<file path="src/rtl/fp32_divide_iter.sv">
// Iterative FP32 divider: Quotient = Number_1 / Number_2.
// Radix-2 restoring mantissa division, one quotient bit per enabled cycle.
// Results are truncated. Special cases: zero/denormal operands, exponent
// overflow (saturates to infinity) and underflow (flushes to zero).
module fp32_divide_iter #(
   parameter int EXP_W  = 8,
   parameter int FRAC_W = 23,
   parameter int BIAS   = 127
) (
   input  logic                      clk,
   input  logic                      rst,
   input  logic                      ce,
   input  logic                      Start,
   input  logic [EXP_W+FRAC_W:0]     Number_1,
   input  logic [EXP_W+FRAC_W:0]     Number_2,
   output logic [EXP_W+FRAC_W:0]     Quotient,
   output logic                      Valid,
   output logic                      Busy,
   output logic                      Div_zero,
   output logic                      Overflow
);

   localparam int W  = EXP_W + FRAC_W + 1;   // word width
   localparam int MW = FRAC_W + 1;           // mantissa with hidden bit
   localparam int QW = FRAC_W + 2;           // quotient bits = iterations
   localparam int RW = FRAC_W + 3;           // partial remainder width
   localparam int EW = EXP_W + 2;            // signed exponent width
   localparam int CW = $clog2(QW);

   localparam logic signed [EW-1:0] EXP_INF  = EW'((1 << EXP_W) - 1);
   localparam logic signed [EW-1:0] EXP_ZERO = '0;

   typedef enum logic [1:0] {S_IDLE, S_DIV, S_NORM, S_DONE} state_t;

   state_t          state_q, state_d;
   logic [W-1:0]    a_q, a_d, b_q, b_d;
   logic [RW-1:0]   r_q, r_d;
   logic [QW-1:0]   q_q, q_d;
   logic [CW-1:0]   cnt_q, cnt_d;
   logic [W-1:0]    quot_q, quot_d;
   logic            valid_q, valid_d;
   logic            busy_q, busy_d;
   logic            dz_q, dz_d;
   logic            ov_q, ov_d;

   logic [RW-1:0]          m2_ext;
   logic                   ge;
   logic                   sign;
   logic [EXP_W-1:0]       e1, e2;
   logic signed [EW-1:0]   exp_raw, exp_fin;
   logic [FRAC_W-1:0]      frac;

   // Datapath terms shared by the iteration and the packing step.
   assign m2_ext  = {{(RW-MW){1'b0}}, 1'b1, b_q[FRAC_W-1:0]};
   assign ge      = (r_q >= m2_ext);
   assign sign    = a_q[W-1] ^ b_q[W-1];
   assign e1      = a_q[W-2:FRAC_W];
   assign e2      = b_q[W-2:FRAC_W];
   assign exp_raw = $signed({2'b00, e1}) - $signed({2'b00, e2}) + $signed(EW'(BIAS));
   // A quotient below 1.0 needs one left shift, costing one exponent step.
   assign exp_fin = q_q[QW-1] ? exp_raw : exp_raw - EW'(1);
   assign frac    = q_q[QW-1] ? q_q[QW-2:1] : q_q[QW-3:0];

   // Next-state and datapath updates for the IDLE/DIV/NORM/DONE sequence.
   always_comb begin
      state_d = state_q;
      a_d     = a_q;
      b_d     = b_q;
      r_d     = r_q;
      q_d     = q_q;
      cnt_d   = cnt_q;
      quot_d  = quot_q;
      valid_d = 1'b0;
      busy_d  = busy_q;
      dz_d    = dz_q;
      ov_d    = ov_q;
      case (state_q)
         S_IDLE: begin
            busy_d = 1'b0;
            if (Start) begin
               a_d     = Number_1;
               b_d     = Number_2;
               r_d     = {{(RW-MW){1'b0}}, 1'b1, Number_1[FRAC_W-1:0]};
               q_d     = '0;
               cnt_d   = '0;
               busy_d  = 1'b1;
               state_d = S_DIV;
            end
         end
         S_DIV: begin
            q_d   = {q_q[QW-2:0], ge};
            r_d   = (ge ? (r_q - m2_ext) : r_q) << 1;
            cnt_d = cnt_q + CW'(1);
            if (cnt_q == CW'(QW-1)) begin
               cnt_d   = '0;
               state_d = S_NORM;
            end
         end
         S_NORM: begin
            dz_d = 1'b0;
            ov_d = 1'b0;
            if (e2 == '0) begin
               quot_d = {sign, {EXP_W{1'b1}}, {FRAC_W{1'b0}}};
               dz_d   = 1'b1;
            end else if (e1 == '0) begin
               quot_d = {sign, {(W-1){1'b0}}};
            end else if (exp_fin >= EXP_INF) begin
               quot_d = {sign, {EXP_W{1'b1}}, {FRAC_W{1'b0}}};
               ov_d   = 1'b1;
            end else if (exp_fin <= EXP_ZERO) begin
               quot_d = {sign, {(W-1){1'b0}}};
            end else begin
               quot_d = {sign, exp_fin[EXP_W-1:0], frac};
            end
            state_d = S_DONE;
         end
         S_DONE: begin
            // Valid is registered, so it appears in the cycle after DONE
            // while Busy is still held; a new Start is taken in that cycle.
            valid_d = 1'b1;
            state_d = S_IDLE;
         end
         default: state_d = S_IDLE;
      endcase
   end

   // State register: reset wins over ce, ce low freezes everything.
   always_ff @(posedge clk) begin
      if (rst) begin
         state_q <= S_IDLE;
         a_q     <= '0;
         b_q     <= '0;
         r_q     <= '0;
         q_q     <= '0;
         cnt_q   <= '0;
         quot_q  <= '0;
         valid_q <= 1'b0;
         busy_q  <= 1'b0;
         dz_q    <= 1'b0;
         ov_q    <= 1'b0;
      end else if (ce) begin
         state_q <= state_d;
         a_q     <= a_d;
         b_q     <= b_d;
         r_q     <= r_d;
         q_q     <= q_d;
         cnt_q   <= cnt_d;
         quot_q  <= quot_d;
         valid_q <= valid_d;
         busy_q  <= busy_d;
         dz_q    <= dz_d;
         ov_q    <= ov_d;
      end
   end

   assign Quotient = quot_q;
   assign Valid    = valid_q;
   assign Busy     = busy_q;
   assign Div_zero = dz_q;
   assign Overflow = ov_q;

endmodule

</file>
<file path="config.mk">
export PLATFORM = sky130hd
export DESIGN_NAME = fp32_divide_iter
export DESIGN_NICKNAME = d
export VERILOG_FILES = /design/src/rtl/fp32_divide_iter.sv
export SDC_FILE = /design/constraint.sdc
export NUM_CORES = 1
export LEC_CHECK = 0
export ABC_AREA = 1
export ABC_CLOCK_PERIOD_IN_PS = 2740
export CORE_MARGIN = 2
export CORE_UTILIZATION = 39
export CTS_CLUSTER_SIZE = 12
export DETAILED_ROUTE_END_ITERATION = 12
export PLACE_DENSITY = 0.7
export REMOVE_ABC_BUFFERS = 1
export SYNTH_ARGS = -nofsm -noshare
export SYNTH_HDL_FRONTEND = slang
export SYNTH_SLANG_ARGS = --single-unit
</file>
<file path="constraint.sdc">
create_clock -name clk -period 2.74 [get_ports clk]
set_input_delay 0.548 -clock clk [delete_from_list [all_inputs] [get_ports clk]]
set_output_delay 0.548 -clock clk [all_outputs]
set_load 0.05 [all_outputs]
</file>
==> impl_metrics.env <==
export IMPL_rsz0062_at_grt="true"
export IMPL_layout_drive_gt1_share_pct=17.6
export IMPL_port_buffers=103
export IMPL_fmax_mhz=320
export IMPL_cp_end_kind="flop"
export IMPL_crit_required_ps=3010
export IMPL_hold_slack_ps=460
export IMPL_place_ws_ps=-338
export IMPL_synthTopCellsByArea="dfxtp_1, nand2_1, a21oi_1"
export IMPL_core_area_um2=20200
export IMPL_p_leak_nw=4.41
export IMPL_wirelength_um=21100
export IMPL_worst_pin_slew_ps=849
export IMPL_die_w_um=147
export IMPL_powerDensity_nw_per_um2=869
export IMPL_grt_pass1_wl_um=34700
export IMPL_cts_root_buf="clkbuf_16"
export IMPL_synthArstFlopShare_pct=0
export IMPL_vias_per_cell=5.06
export IMPL_violations="negative setup slack"
export IMPL_ys_seq_area_share_pct=33.8
export IMPL_min_period_over_period_pct=114
export IMPL_clk_pin_slew_ps=60
export IMPL_tns_ps=-10480
export IMPL_final_core_util_pct=52.7
export IMPL_synthFlopType="dfxtp_1"
export IMPL_first_pass_iters=5
export IMPL_final_hold_violation_count=0
export IMPL_crit_start="a_q[23]"
export IMPL_hp_class="reg2reg"
export IMPL_clock_latency_ps=420
export IMPL_yosys_warnings=0
export IMPL_die_area_um2=21700
export IMPL_timing_final_ws_setup_ps=-383
export IMPL_grt_overflow=0
export IMPL_status="finished, violations left"
export IMPL_syn_avg_cell_area_um2=6.90
export IMPL_ant_nets=0
export IMPL_ioPinCount=104
export IMPL_place_congestion=0.871
export IMPL_yosysUniqueCellTypes=41
export IMPL_report_final_slew_viol_count=0
export IMPL_grt_max_degree=69
export IMPL_arrival_ps=3390
export IMPL_ys_seq_elements=135
export IMPL_antenna_found_initial=0
export IMPL_holdCritStartpoint="b_q[8]"
export IMPL_synth_edf_count=0
export IMPL_cts_tree="done"
export IMPL_htreeDepth=4
export IMPL_hold_buffers=0
export IMPL_relSlewSlack_pct=43.4
export IMPL_num_vias=7941
export IMPL_cts_sinks=135
export IMPL_synth_cells=1159
export IMPL_syn_cell_area_um2=8000
export IMPL_worstSetupPathType="reg2reg"
export IMPL_final_cell_mix="nand2_1, a21oi_1, dfxtp_1, o21ai_0, clkdlybuf4s50_1"
export IMPL_drv_cap=0
export IMPL_startpoint_type="flop"
export IMPL_die_y_um=147
export IMPL_rows=52
export IMPL_numCtsBuffers=17
export IMPL_final_common_cell="nand2_1"
export IMPL_nets=1394
export IMPL_reg2reg_from="a_q[23]"
export IMPL_syn_to_final_growth_pct=32.8
export IMPL_crit_fanout=4
export IMPL_yosysTopAreaCell="dfxtp_1"
export IMPL_wl_per_cell_um=13.5
export IMPL_synth_top_area_share_pct=33.8
export IMPL_vdd_drop_max_mv=0.556
export IMPL_post_route_drc_count=0
export IMPL_clk_path_buf_depth=2
export IMPL_period_needed_ps=3120
export IMPL_antenna_cells=0
export IMPL_setup_violations=32
export IMPL_total_power_mw=9.24
export IMPL_dp_hpwl_um=14400
export IMPL_finalClockSkew_ps=10.5
export IMPL_initial_utilization_pct=39.7
export IMPL_grt_pass1_vias=7510
export IMPL_drt_initial_drc_count=523
export IMPL_grt_use_total_pct=19.3
export IMPL_nFillCells=1931
## metrics by stage
step	cells	area [um^2]
finish	1568	10600
global placement	1526	9570
floorplan	1101	7730
detailed placement	1526	9570
global route	1568	10600
CTS	1566	10500
## where the power goes
part / internal [mW] / total [mW] / switching, mW
clock: 1.32 / 2.20 / 0.877
combinational: 2.08 / 4.82 / 2.74
sequential: 2.13 / 2.23 / 0.0950
total: 5.53 / 9.24 / 3.71
## critical path: stages (launching register included)
cell and delay [ps]:
dfxtp_2 330, inv_2 50, ha_4 150, inv_2 60, fa_2 460, inv_4 100
ha_4 160, inv_4 40, nand2_2 80, nand2_4 70, nor2_4 140, nand3_4 110
o21ai_1 200, nand2_1 120, nor2_1 110, nand2_1 80, nor2_2 150, nand2_4 70
nand2_4 90, nor2_8 40, buf_4 150, buf_4 140, nand2_2 50, a21oi_2 40
## cell families after synthesis
logic type / after synthesis / share of synthesized area, %
compound gates: 322 / 22.1
flops: 135 / 33.8
fa+ha+maj: 41 / 6.60
xor+xnor: 25 / 2.74
buf+inv: 162 / 8.22
simple gates: 474 / 26.5
## cell type report
class | count | area [um^2] | share of cell area [%]
clock inverters | 11 | 97.6 | 0.918
flip-flops and latches | 135 | 2710 | 25.4
clock buffers | 21 | 470 | 4.43
inverters | 104 | 395 | 3.72
repair buffers | 165 | 1670 | 15.7
well taps | 270 | 338 | 3.18
multi-input cells | 862 | 4960 | 46.7
## synth_stat cells, types with 4 or more instances
cell and number:
a21o_1 6, dfxtp_1 135, a21oi_1 152, nand2_2 32, xnor2_1 14, nand3_1 49
nand4_1 8, nor2_2 7, nand3_2 6, xor2_1 11, nor4_1 5, o211ai_1 8
or2_2 4, a211oi_1 5, a21oi_2 20, nor2_1 101, nor3_1 27, nand2_4 4
clkbuf_1 51, nand2_1 225, a31oi_1 5, o21ai_0 119, inv_2 6, ha_1 39
inv_1 97
## state kept, by name (all words and copies together), names as in the netlist
signal	cells
Div_zero	1
state_q	2
Quotient	32
cnt_q	5
Valid	1
Overflow	1
Busy	1
a_q	9
q_q	25
r_q	26
b_q	32
## what timing repair did
item,CTS,global route
buffers inserted,5,2
resized for setup,49,41
pin swaps,24,18
gates cloned,3,0
hold endpoints to repair,0,0
endpoints found under the setup margin,32,56
## final timing paths
check                  to  slack [ps]  cells past startpoint
max reg2reg  Quotient[21]        -380                     23
max          Quotient[21]        -380                     23
min reg2reg        b_q[8]         460                      2
min                b_q[8]         460                      2
## routing by layer
metal,vias up,global-route usage [%],wire length [um]
met3,26,3.14,730
li1,4099,-,-
met4,0,5.58,297
met5,-,0,0
met1,3653,24.4,9690
met2,163,33.9,10400
No activity file was read; power rests on OpenSTA's default activity.
